File: config.mk
export PLATFORM = sky130hd
export DESIGN_NAME = alu_control_seq_flat
export DESIGN_NICKNAME = d
export VERILOG_FILES = /design/src/rtl/alu_control_seq_pkg.sv /design/src/rtl/alu_control_seq_if.sv /design/src/rtl/alu_control_seq_md_sequencer.sv /design/src/rtl/alu_control_seq.sv /design/src/flat_wrapper.sv
export SDC_FILE = /design/constraint.sdc
export NUM_CORES = 1
export LEC_CHECK = 0
export ABC_CLOCK_PERIOD_IN_PS = 2800
export CAP_MARGIN = 25
export CORE_MARGIN = 10
export CORE_UTILIZATION = 40
export CTS_CLUSTER_DIAMETER = 200
export DETAILED_ROUTE_END_ITERATION = 16
export PLACE_DENSITY = 0.8
export REMOVE_ABC_BUFFERS = 1
export SLEW_MARGIN = 5
export SYNTH_ARGS = -nofsm -noshare
export SYNTH_HDL_FRONTEND = slang
export SYNTH_HIERARCHICAL = 1
export SYNTH_SLANG_ARGS = --single-unit
File: constraint.sdc
create_clock -name i_clk -period 2.8 [get_ports i_clk]
set_clock_uncertainty 0.1 [all_clocks]
set_input_delay 0.56 -clock i_clk [delete_from_list [all_inputs] [get_ports i_clk]]
set_output_delay 0.56 -clock i_clk [all_outputs]
set_load 0.05 [all_outputs]
File: src/rtl/alu_control_seq_pkg.sv
// Shared constants and types for the EX-stage ALU control and mult/div sequencer.
package alu_control_seq_pkg;

  localparam int unsigned ALU_CTR_W   = 4;
  localparam int unsigned ALU_OP_W    = 3;
  localparam int unsigned ALU_FUNCT_W = 6;

  localparam logic [ALU_CTR_W-1:0] CTR_AND  = 4'h0;
  localparam logic [ALU_CTR_W-1:0] CTR_OR   = 4'h1;
  localparam logic [ALU_CTR_W-1:0] CTR_ADD  = 4'h2;
  localparam logic [ALU_CTR_W-1:0] CTR_XOR  = 4'h3;
  localparam logic [ALU_CTR_W-1:0] CTR_SLL  = 4'h4;
  localparam logic [ALU_CTR_W-1:0] CTR_SRL  = 4'h5;
  localparam logic [ALU_CTR_W-1:0] CTR_SUB  = 4'h6;
  localparam logic [ALU_CTR_W-1:0] CTR_SLT  = 4'h7;
  localparam logic [ALU_CTR_W-1:0] CTR_SRA  = 4'h8;
  localparam logic [ALU_CTR_W-1:0] CTR_SC_B = 4'h9;
  localparam logic [ALU_CTR_W-1:0] CTR_SLTU = 4'hA;
  localparam logic [ALU_CTR_W-1:0] CTR_NOR  = 4'hC;
  localparam logic [ALU_CTR_W-1:0] CTR_NOP  = 4'hF;

  // Op classes from the main decoder; LOAD and STORE share the memory class
  localparam logic [ALU_OP_W-1:0] ALU_OP_MEM   = 3'd0;
  localparam logic [ALU_OP_W-1:0] ALU_OP_RTYPE = 3'd1;
  localparam logic [ALU_OP_W-1:0] ALU_OP_ADDI  = 3'd2;
  localparam logic [ALU_OP_W-1:0] ALU_OP_ANDI  = 3'd3;
  localparam logic [ALU_OP_W-1:0] ALU_OP_ORI   = 3'd4;
  localparam logic [ALU_OP_W-1:0] ALU_OP_XORI  = 3'd5;
  localparam logic [ALU_OP_W-1:0] ALU_OP_SLTI  = 3'd6;
  localparam logic [ALU_OP_W-1:0] ALU_OP_JUMP  = 3'd7;

  localparam logic [ALU_FUNCT_W-1:0] FUNCT_SLL   = 6'h00;
  localparam logic [ALU_FUNCT_W-1:0] FUNCT_SRL   = 6'h02;
  localparam logic [ALU_FUNCT_W-1:0] FUNCT_SRA   = 6'h03;
  localparam logic [ALU_FUNCT_W-1:0] FUNCT_MFHI  = 6'h10;
  localparam logic [ALU_FUNCT_W-1:0] FUNCT_MTHI  = 6'h11;
  localparam logic [ALU_FUNCT_W-1:0] FUNCT_MFLO  = 6'h12;
  localparam logic [ALU_FUNCT_W-1:0] FUNCT_MTLO  = 6'h13;
  localparam logic [ALU_FUNCT_W-1:0] FUNCT_MULT  = 6'h18;
  localparam logic [ALU_FUNCT_W-1:0] FUNCT_MULTU = 6'h19;
  localparam logic [ALU_FUNCT_W-1:0] FUNCT_DIV   = 6'h1A;
  localparam logic [ALU_FUNCT_W-1:0] FUNCT_DIVU  = 6'h1B;
  localparam logic [ALU_FUNCT_W-1:0] FUNCT_ADD   = 6'h20;
  localparam logic [ALU_FUNCT_W-1:0] FUNCT_ADDU  = 6'h21;
  localparam logic [ALU_FUNCT_W-1:0] FUNCT_SUB   = 6'h22;
  localparam logic [ALU_FUNCT_W-1:0] FUNCT_SUBU  = 6'h23;
  localparam logic [ALU_FUNCT_W-1:0] FUNCT_AND   = 6'h24;
  localparam logic [ALU_FUNCT_W-1:0] FUNCT_OR    = 6'h25;
  localparam logic [ALU_FUNCT_W-1:0] FUNCT_XOR   = 6'h26;
  localparam logic [ALU_FUNCT_W-1:0] FUNCT_NOR   = 6'h27;
  localparam logic [ALU_FUNCT_W-1:0] FUNCT_SLT   = 6'h2A;
  localparam logic [ALU_FUNCT_W-1:0] FUNCT_SLTU  = 6'h2B;

  typedef enum logic [1:0] {
    MD_IDLE = 2'b00,
    MD_BUSY = 2'b01,
    MD_DONE = 2'b10
  } md_state_e;

  localparam logic [1:0] HILO_RD_NONE = 2'b00;
  localparam logic [1:0] HILO_RD_HI   = 2'b01;
  localparam logic [1:0] HILO_RD_LO   = 2'b10;

  // Mult/div command captured on accept
  typedef struct packed {
    logic is_div;
    logic is_signed;
    logic div_zero;
  } md_cmd_t;

  function automatic logic is_md_funct(input logic [ALU_FUNCT_W-1:0] f);
    return f inside {FUNCT_MULT, FUNCT_MULTU, FUNCT_DIV, FUNCT_DIVU};
  endfunction

endpackage

File: src/rtl/alu_control_seq_if.sv
// EX-stage bus between pipeline control and the ALU control / mult-div sequencer.
interface alu_control_seq_if
  import alu_control_seq_pkg::*;
#(
  parameter int unsigned ALU_CTR_BUS_WIDTH   = ALU_CTR_W,
  parameter int unsigned ALU_OP_BUS_WIDTH    = ALU_OP_W,
  parameter int unsigned ALU_FUNCT_BUS_WIDTH = ALU_FUNCT_W
);
  logic                           i_valid;
  logic                           i_flush;
  logic [ALU_FUNCT_BUS_WIDTH-1:0] i_funct;
  logic [ALU_OP_BUS_WIDTH-1:0]    i_alu_op;
  logic                           i_divisor_zero;
  logic [ALU_CTR_BUS_WIDTH-1:0]   o_alu_ctr;
  logic                           o_stall;
  logic                           o_md_start;
  logic                           o_md_step;
  logic                           o_md_is_div;
  logic                           o_md_signed;
  logic                           o_hilo_we;
  logic                           o_hi_we;
  logic                           o_lo_we;
  logic [1:0]                     o_hilo_rd_sel;
  logic                           o_div_by_zero;

  modport master (
    output i_valid, i_flush, i_funct, i_alu_op, i_divisor_zero,
    input  o_alu_ctr, o_stall, o_md_start, o_md_step, o_md_is_div, o_md_signed,
           o_hilo_we, o_hi_we, o_lo_we, o_hilo_rd_sel, o_div_by_zero
  );

  modport slave (
    input  i_valid, i_flush, i_funct, i_alu_op, i_divisor_zero,
    output o_alu_ctr, o_stall, o_md_start, o_md_step, o_md_is_div, o_md_signed,
           o_hilo_we, o_hi_we, o_lo_we, o_hilo_rd_sel, o_div_by_zero
  );
endinterface

File: src/rtl/alu_control_seq_md_sequencer.sv
// Mult/div sequencer: accepts a command, runs N step cycles, then pulses the HI/LO write.
module alu_control_seq_md_sequencer
  import alu_control_seq_pkg::*;
#(
  parameter int unsigned MULT_CYCLES = 32,
  parameter int unsigned DIV_CYCLES  = 32,
  parameter int unsigned CNT_WIDTH   = 6
) (
  input  logic    i_clk,
  input  logic    i_reset,
  input  logic    i_req,
  input  logic    i_flush,
  input  md_cmd_t i_cmd,
  output logic    o_stall,
  output logic    o_md_start,
  output logic    o_md_step,
  output logic    o_md_is_div,
  output logic    o_md_signed,
  output logic    o_hilo_we,
  output logic    o_div_by_zero,
  output logic    o_hilo_access_ok
);

  md_state_e              state_q, state_d;
  logic [CNT_WIDTH-1:0]   cnt_q, cnt_d;
  logic                   is_div_q, is_div_d;
  logic                   signed_q, signed_d;
  logic                   zero_q, zero_d;

  always_ff @(posedge i_clk or posedge i_reset) begin
    if (i_reset) begin
      state_q  <= MD_IDLE;
      cnt_q    <= '0;
      is_div_q <= 1'b0;
      signed_q <= 1'b0;
      zero_q   <= 1'b0;
    end else begin
      state_q  <= state_d;
      cnt_q    <= cnt_d;
      is_div_q <= is_div_d;
      signed_q <= signed_d;
      zero_q   <= zero_d;
    end
  end

  // Flush aborts the sequence outright: no step, no stall, no write-back in that cycle
  always_comb begin
    state_d          = state_q;
    cnt_d            = cnt_q;
    is_div_d         = is_div_q;
    signed_d         = signed_q;
    zero_d           = zero_q;
    o_stall          = 1'b0;
    o_md_start       = 1'b0;
    o_md_step        = 1'b0;
    o_hilo_we        = 1'b0;
    o_div_by_zero    = 1'b0;
    o_hilo_access_ok = 1'b0;
    case (state_q)
      MD_IDLE: begin
        o_hilo_access_ok = 1'b1;
        if (i_req && !i_flush) begin
          o_stall    = 1'b1;
          o_md_start = 1'b1;
          is_div_d   = i_cmd.is_div;
          signed_d   = i_cmd.is_signed;
          zero_d     = i_cmd.is_div && i_cmd.div_zero;
          if (i_cmd.is_div && i_cmd.div_zero) begin
            state_d = MD_DONE;
            cnt_d   = '0;
          end else begin
            state_d = MD_BUSY;
            cnt_d   = i_cmd.is_div ? CNT_WIDTH'(DIV_CYCLES - 1) : CNT_WIDTH'(MULT_CYCLES - 1);
          end
        end
      end
      MD_BUSY: begin
        if (i_flush) begin
          state_d = MD_IDLE;
          cnt_d   = '0;
        end else begin
          o_stall   = 1'b1;
          o_md_step = 1'b1;
          if (cnt_q == '0) begin
            state_d = MD_DONE;
          end else begin
            cnt_d = cnt_q - CNT_WIDTH'(1);
          end
        end
      end
      MD_DONE: begin
        // Always return to IDLE; the pipeline advances past the instruction this cycle
        o_hilo_access_ok = 1'b1;
        state_d          = MD_IDLE;
        zero_d           = 1'b0;
        if (!i_flush) begin
          o_hilo_we     = !zero_q;
          o_div_by_zero = zero_q;
        end
      end
      default: state_d = MD_IDLE;
    endcase
  end

  assign o_md_is_div = is_div_q;
  assign o_md_signed = signed_q;

endmodule

File: src/rtl/alu_control_seq.sv
// EX-stage ALU control: combinational op decode, HI/LO access gating and mult/div sequencing.
module alu_control_seq
  import alu_control_seq_pkg::*;
#(
  parameter int unsigned ALU_CTR_BUS_WIDTH   = 4,
  parameter int unsigned ALU_OP_BUS_WIDTH    = 3,
  parameter int unsigned ALU_FUNCT_BUS_WIDTH = 6,
  parameter int unsigned MULT_CYCLES         = 32,
  parameter int unsigned DIV_CYCLES          = 32,
  parameter int unsigned CNT_WIDTH           = 6
) (
  input logic               i_clk,
  input logic               i_reset,
  alu_control_seq_if.slave  bus
);

  logic [ALU_FUNCT_BUS_WIDTH-1:0] funct_in;
  logic [ALU_OP_BUS_WIDTH-1:0]    alu_op_in;
  logic [ALU_FUNCT_W-1:0]         funct;
  logic [ALU_OP_W-1:0]            alu_op;
  logic [ALU_CTR_W-1:0]           alu_ctr_c;
  logic                           is_rtype;
  logic                           md_req;
  logic                           hilo_access_ok;
  logic                           hi_we_c;
  logic                           lo_we_c;
  logic [1:0]                     hilo_rd_sel_c;
  md_cmd_t                        md_cmd;

  assign funct_in  = bus.i_funct;
  assign alu_op_in = bus.i_alu_op;
  assign funct     = ALU_FUNCT_W'(funct_in);
  assign alu_op    = ALU_OP_W'(alu_op_in);
  assign is_rtype  = (alu_op == ALU_OP_RTYPE);

  always_comb begin
    alu_ctr_c = CTR_NOP;
    case (alu_op)
      ALU_OP_MEM, ALU_OP_ADDI: alu_ctr_c = CTR_ADD;
      ALU_OP_ANDI:             alu_ctr_c = CTR_AND;
      ALU_OP_ORI:              alu_ctr_c = CTR_OR;
      ALU_OP_XORI:             alu_ctr_c = CTR_XOR;
      ALU_OP_SLTI:             alu_ctr_c = CTR_SLT;
      ALU_OP_JUMP:             alu_ctr_c = CTR_SC_B;
      ALU_OP_RTYPE: begin
        case (funct)
          FUNCT_ADD, FUNCT_ADDU: alu_ctr_c = CTR_ADD;
          FUNCT_SUB, FUNCT_SUBU: alu_ctr_c = CTR_SUB;
          FUNCT_AND:             alu_ctr_c = CTR_AND;
          FUNCT_OR:              alu_ctr_c = CTR_OR;
          FUNCT_XOR:             alu_ctr_c = CTR_XOR;
          FUNCT_NOR:             alu_ctr_c = CTR_NOR;
          FUNCT_SLT:             alu_ctr_c = CTR_SLT;
          FUNCT_SLTU:            alu_ctr_c = CTR_SLTU;
          FUNCT_SLL:             alu_ctr_c = CTR_SLL;
          FUNCT_SRL:             alu_ctr_c = CTR_SRL;
          FUNCT_SRA:             alu_ctr_c = CTR_SRA;
          // HI/LO reads ride the B operand path
          FUNCT_MFHI, FUNCT_MFLO: alu_ctr_c = CTR_SC_B;
          default:               alu_ctr_c = CTR_NOP;
        endcase
      end
      default: alu_ctr_c = CTR_NOP;
    endcase
  end

  always_comb begin
    md_cmd.is_div    = (funct == FUNCT_DIV) || (funct == FUNCT_DIVU);
    md_cmd.is_signed = (funct == FUNCT_MULT) || (funct == FUNCT_DIV);
    md_cmd.div_zero  = bus.i_divisor_zero;
  end

  // Reset also masks the request so nothing starts while reset is held
  assign md_req = !i_reset && bus.i_valid && is_rtype && is_md_funct(funct);

  // HI/LO moves are held off while a mult/div sequence owns HI/LO
  always_comb begin
    hi_we_c       = 1'b0;
    lo_we_c       = 1'b0;
    hilo_rd_sel_c = HILO_RD_NONE;
    if (!i_reset && hilo_access_ok && bus.i_valid && is_rtype) begin
      case (funct)
        FUNCT_MTHI: hi_we_c       = 1'b1;
        FUNCT_MTLO: lo_we_c       = 1'b1;
        FUNCT_MFHI: hilo_rd_sel_c = HILO_RD_HI;
        FUNCT_MFLO: hilo_rd_sel_c = HILO_RD_LO;
        default:    hilo_rd_sel_c = HILO_RD_NONE;
      endcase
    end
  end

  alu_control_seq_md_sequencer #(
    .MULT_CYCLES (MULT_CYCLES),
    .DIV_CYCLES  (DIV_CYCLES),
    .CNT_WIDTH   (CNT_WIDTH)
  ) u_md_seq (
    .i_clk            (i_clk),
    .i_reset          (i_reset),
    .i_req            (md_req),
    .i_flush          (bus.i_flush),
    .i_cmd            (md_cmd),
    .o_stall          (bus.o_stall),
    .o_md_start       (bus.o_md_start),
    .o_md_step        (bus.o_md_step),
    .o_md_is_div      (bus.o_md_is_div),
    .o_md_signed      (bus.o_md_signed),
    .o_hilo_we        (bus.o_hilo_we),
    .o_div_by_zero    (bus.o_div_by_zero),
    .o_hilo_access_ok (hilo_access_ok)
  );

  assign bus.o_alu_ctr     = ALU_CTR_BUS_WIDTH'(alu_ctr_c);
  assign bus.o_hi_we       = hi_we_c;
  assign bus.o_lo_we       = lo_we_c;
  assign bus.o_hilo_rd_sel = hilo_rd_sel_c;

endmodule
File: src/flat_wrapper.sv
// flat-port wrapper written by rule: the top's interface ports become plain ports
module alu_control_seq_flat import alu_control_seq_pkg::*;
#(
  parameter int unsigned ALU_CTR_BUS_WIDTH   = 4,
  parameter int unsigned ALU_OP_BUS_WIDTH    = 3,
  parameter int unsigned ALU_FUNCT_BUS_WIDTH = 6,
  parameter int unsigned MULT_CYCLES         = 32,
  parameter int unsigned DIV_CYCLES          = 32,
  parameter int unsigned CNT_WIDTH           = 6
)
  (i_clk, i_reset, bus_i_valid, bus_i_flush, bus_i_funct, bus_i_alu_op, bus_i_divisor_zero, bus_o_alu_ctr, bus_o_stall, bus_o_md_start, bus_o_md_step, bus_o_md_is_div, bus_o_md_signed, bus_o_hilo_we, bus_o_hi_we, bus_o_lo_we, bus_o_hilo_rd_sel, bus_o_div_by_zero);
  alu_control_seq_if #(.ALU_CTR_BUS_WIDTH(ALU_CTR_BUS_WIDTH), .ALU_OP_BUS_WIDTH(ALU_OP_BUS_WIDTH), .ALU_FUNCT_BUS_WIDTH(ALU_FUNCT_BUS_WIDTH)) bus_i ();
  input logic i_clk;
  input logic i_reset;
  input wire logic [$bits(bus_i.i_valid)-1:0] bus_i_valid;
  input wire logic [$bits(bus_i.i_flush)-1:0] bus_i_flush;
  input wire logic [$bits(bus_i.i_funct)-1:0] bus_i_funct;
  input wire logic [$bits(bus_i.i_alu_op)-1:0] bus_i_alu_op;
  input wire logic [$bits(bus_i.i_divisor_zero)-1:0] bus_i_divisor_zero;
  output wire logic [$bits(bus_i.o_alu_ctr)-1:0] bus_o_alu_ctr;
  output wire logic [$bits(bus_i.o_stall)-1:0] bus_o_stall;
  output wire logic [$bits(bus_i.o_md_start)-1:0] bus_o_md_start;
  output wire logic [$bits(bus_i.o_md_step)-1:0] bus_o_md_step;
  output wire logic [$bits(bus_i.o_md_is_div)-1:0] bus_o_md_is_div;
  output wire logic [$bits(bus_i.o_md_signed)-1:0] bus_o_md_signed;
  output wire logic [$bits(bus_i.o_hilo_we)-1:0] bus_o_hilo_we;
  output wire logic [$bits(bus_i.o_hi_we)-1:0] bus_o_hi_we;
  output wire logic [$bits(bus_i.o_lo_we)-1:0] bus_o_lo_we;
  output wire logic [$bits(bus_i.o_hilo_rd_sel)-1:0] bus_o_hilo_rd_sel;
  output wire logic [$bits(bus_i.o_div_by_zero)-1:0] bus_o_div_by_zero;
  assign bus_i.i_valid = bus_i_valid;
  assign bus_i.i_flush = bus_i_flush;
  assign bus_i.i_funct = bus_i_funct;
  assign bus_i.i_alu_op = bus_i_alu_op;
  assign bus_i.i_divisor_zero = bus_i_divisor_zero;
  assign bus_o_alu_ctr = bus_i.o_alu_ctr;
  assign bus_o_stall = bus_i.o_stall;
  assign bus_o_md_start = bus_i.o_md_start;
  assign bus_o_md_step = bus_i.o_md_step;
  assign bus_o_md_is_div = bus_i.o_md_is_div;
  assign bus_o_md_signed = bus_i.o_md_signed;
  assign bus_o_hilo_we = bus_i.o_hilo_we;
  assign bus_o_hi_we = bus_i.o_hi_we;
  assign bus_o_lo_we = bus_i.o_lo_we;
  assign bus_o_hilo_rd_sel = bus_i.o_hilo_rd_sel;
  assign bus_o_div_by_zero = bus_i.o_div_by_zero;
  alu_control_seq #(.ALU_CTR_BUS_WIDTH(ALU_CTR_BUS_WIDTH), .ALU_OP_BUS_WIDTH(ALU_OP_BUS_WIDTH), .ALU_FUNCT_BUS_WIDTH(ALU_FUNCT_BUS_WIDTH), .MULT_CYCLES(MULT_CYCLES), .DIV_CYCLES(DIV_CYCLES), .CNT_WIDTH(CNT_WIDTH)) u_core (.i_clk(i_clk), .i_reset(i_reset), .bus(bus_i));
endmodule
==> metrics.txt <==
status=finished with violations; violated checks=negative setup slack; CTS Hold Bufs=0; layout cells sized above 1=38.6%; ant diodes=0; Ys Warns=6; Synth top cells by count=inv_1 (18), nand2_1 (15), dfrtp_1 (11); CTS tree=yes; reg-to-reg endpoint=u_core/u_md_seq/cnt_q[4]; Slew Viols, Final=0; CTS Buf Count=3; Ports=29; maximum vdd ir drop=0.299 mV; Initial DRC Count=~110; MaxCap Viol Count=0; Die Area=between 5000 and 6000 um2; DRT Wirelength=3760 um; Root Buffer=clkbuf_4; CP delay by family, top=simple AND/OR/NAND/NOR gates; Placed Cells=205; Final WS setup=-0.0299 ns; GRT Max-Usage Layer=met2; post-layout util=a little under 70%; Placed Instance Area=between 1500 and 2000 um2; largest cells by area after synthesis=dfrtp_1 (26%), ha_1 (8.4%), inv_1 (6.5%), nand2_1 (5.4%), a21oi_1 (3.4%); Tightest Pin Transition=0.491 ns; EDFF count, synth=0; GPL Wtd Cong=roughly 0.87; initial antenna violation count=0; M3 GR Usage=2.79%; WP data arrival=2.17 ns; final period utilization=101%; minimum clock period=roughly 2.8 ns; Worst Path Max Fanout=3; Die H=roughly 70 um; Buf+Inv Stages, Crit Path=2; register bit count reported by yosys=11; GR Overflow Total=0; DRT antenna net count=0; hold path endpoint=u_core/u_md_seq/o_md_is_div; Slowest cell on crit path=or3_4; vias in the first global route=between 1k and 1.5k; Final setup viols=2; row cnt=18; Synth cell types=43; CP endpoint kind=output pin; Hold Violations, Final=0; area share of the largest cell type after synthesis=a little over a quarter; Register-to-Register Path Depth=5; clk slew on worst S/H paths=around 0.070 ns; I/O Buffers=28; area grow syn2layout=65.0%; setup TNS=-0.0532 ns; Syn Std Cell Area=slightly above 1000 um2; wire per inst=between 15 and 20 um; clock buffer depth=2; sequential fraction of the synthesis area=about a quarter; dpl hpwl=roughly 2700 um; maximum clock frequency=between 300 and 400 MHz; Critical Path RT=2.14 ns; clk_lat worst skew=0.27 ns; synthesized area per cell=8.19 um2; non-filler instance count after layout=roughly 210; M1 GR Usage=between 15 and 20%; reg2reg start=u_core/u_md_seq/state_q[0]; WS Path Type=in -> out; ys async rst share=100%; via count=~1.2k; crit-path cells=buf_2 > nand2b_4 > nor4b_4 > nor3b_2 > nand2b_1 > or3_4 > nand2_4 > buf_12; biggest area consumer among synthesized cells=dfrtp_1; first-pass GRT wire length=a little under 6000 um; htree depth=1; CP startpoint kind=input port; Global Route Usage Sum=~14%; worst hold path type=reg -> reg; Max stage delay on crit path=a little under 0.4 ns; Mapped Cells=~130; largest net degree at the start of global routing=12; Min Hold Slack=a little under 0.4 ns; Worst Hold Path Cells=2; P per Cell Area=263 nW/um2; flop2flop setup slack=~0.90 ns; Max-slew headroom=67.0%; met2 Use GR=roughly 24%; Vias per Instance=5.65; DRT Pass-1 Iters=4; chip width=just over 70 um; Initial Utilization=between 40% and 50%; leak pwr=~0.8 nW; TritonCTS Sinks=11; hold_sp=u_core/u_md_seq/o_md_is_div; final instance area=roughly 1700 um2; top-count cell post-synth=inv_1; DRC viols=0; top_reg_cell synth=dfrtp_1; Core ar.=2480 um2; Final nets=206
## what timing repair did
action                     4_1_cts  5_1_grt
setup buffers                    4        1
gates resized for setup         31       14
setup endpoints to repair       10        8
pin swaps                        5        4
## area by class of cell
class | instances | area, um2
fill | 182 | 762
inverter | 19 | 86.3
sequential | 11 | 275
clock buffer | 4 | 26.3
tap | 30 | 37.5
multi-input combinational | 94 | 732
timing repair buffer | 56 | 558
## kinds of logic after synthesis
kind of cell | Yosys count | synth area share [%]
flops | 11 | 26.5
simple gates | 45 | 24.2
buf+inv | 22 | 10.3
fa+ha+maj | 8 | 9.39
xor+xnor | 1 | 0.843
compound gates | 40 | 28.8
## worst max path at each step
stage	from	cells after the start	to	slack, ns
after floorplan	bus_i_alu_op[1]	6	bus_o_stall	0.12
after global placement	bus_i_alu_op[1]	8	bus_o_md_start	-0.29
after detailed placement	bus_i_alu_op[1]	8	bus_o_md_start	-0.41
after CTS	bus_i_alu_op[0]	8	bus_o_stall	0.003
after global routing	i_reset	7	bus_o_stall	-0.04
final	bus_i_alu_op[1]	8	bus_o_stall	-0.03
## worst reg2reg max path, stage by stage (launching register included)
cell and delay [ns]:
dfrtp_1 0.52, or3b_1 0.55, buf_4 0.23, a21oi_2 0.12, o22ai_1 0.09, a2bb2oi_1 0.20
## power breakdown
part	switching (mW)	internal (mW)
clock network	0.0535	0.0553
logic	0.0941	0.0733
registers	0.0107	0.164
## stage by stage
step / setup WS (ns) / power, mW
final: -0.0299 / 0.451
after global routing: -0.0448 / 0.477
after CTS: 0.00324 / 0.445
after detailed placement: -0.409 / 0.331
after global placement: -0.290 / 0.326
after floorplan: 0.119 / 0.257
## cell usage in the layout, fill, tap and decap left out, drive strengths merged, types with 2 or more instances in the layout
| master | n |
|---|---|
| a2111oi | 2 |
| a21oi | 10 |
| a2bb2oi | 3 |
| a31oi | 5 |
| buf | 43 |
| clkbuf | 7 |
| clkdlybuf4s50 | 4 |
| dfrtp | 11 |
| dlygate4sd2 | 5 |
| ha | 7 |
| inv | 18 |
| nand2 | 15 |
| nand2b | 5 |
| nor2 | 7 |
| nor3 | 3 |
| nor3b | 2 |
| nor4 | 4 |
| o21ai | 6 |
| o22a | 2 |
| o22ai | 4 |
| o41ai | 2 |
| or3 | 2 |
## registers in the layout, summed over array words and instances (netlist names)
name,cells
u_core/u_md_seq/o_md_signed,1
u_core/u_md_seq/o_md_is_div,1
u_core/u_md_seq/state_q,2
u_core/u_md_seq/zero_q,1
u_core/u_md_seq/cnt_q,6
## metal layers
metal | vias up | wire length (um)
met5 | - | 0
met4 | 0 | 85
met3 | 12 | 294
met2 | 74 | 1950
met1 | 556 | 1430
li1 | 568 | -
Power figures use the tool's default switching activity.
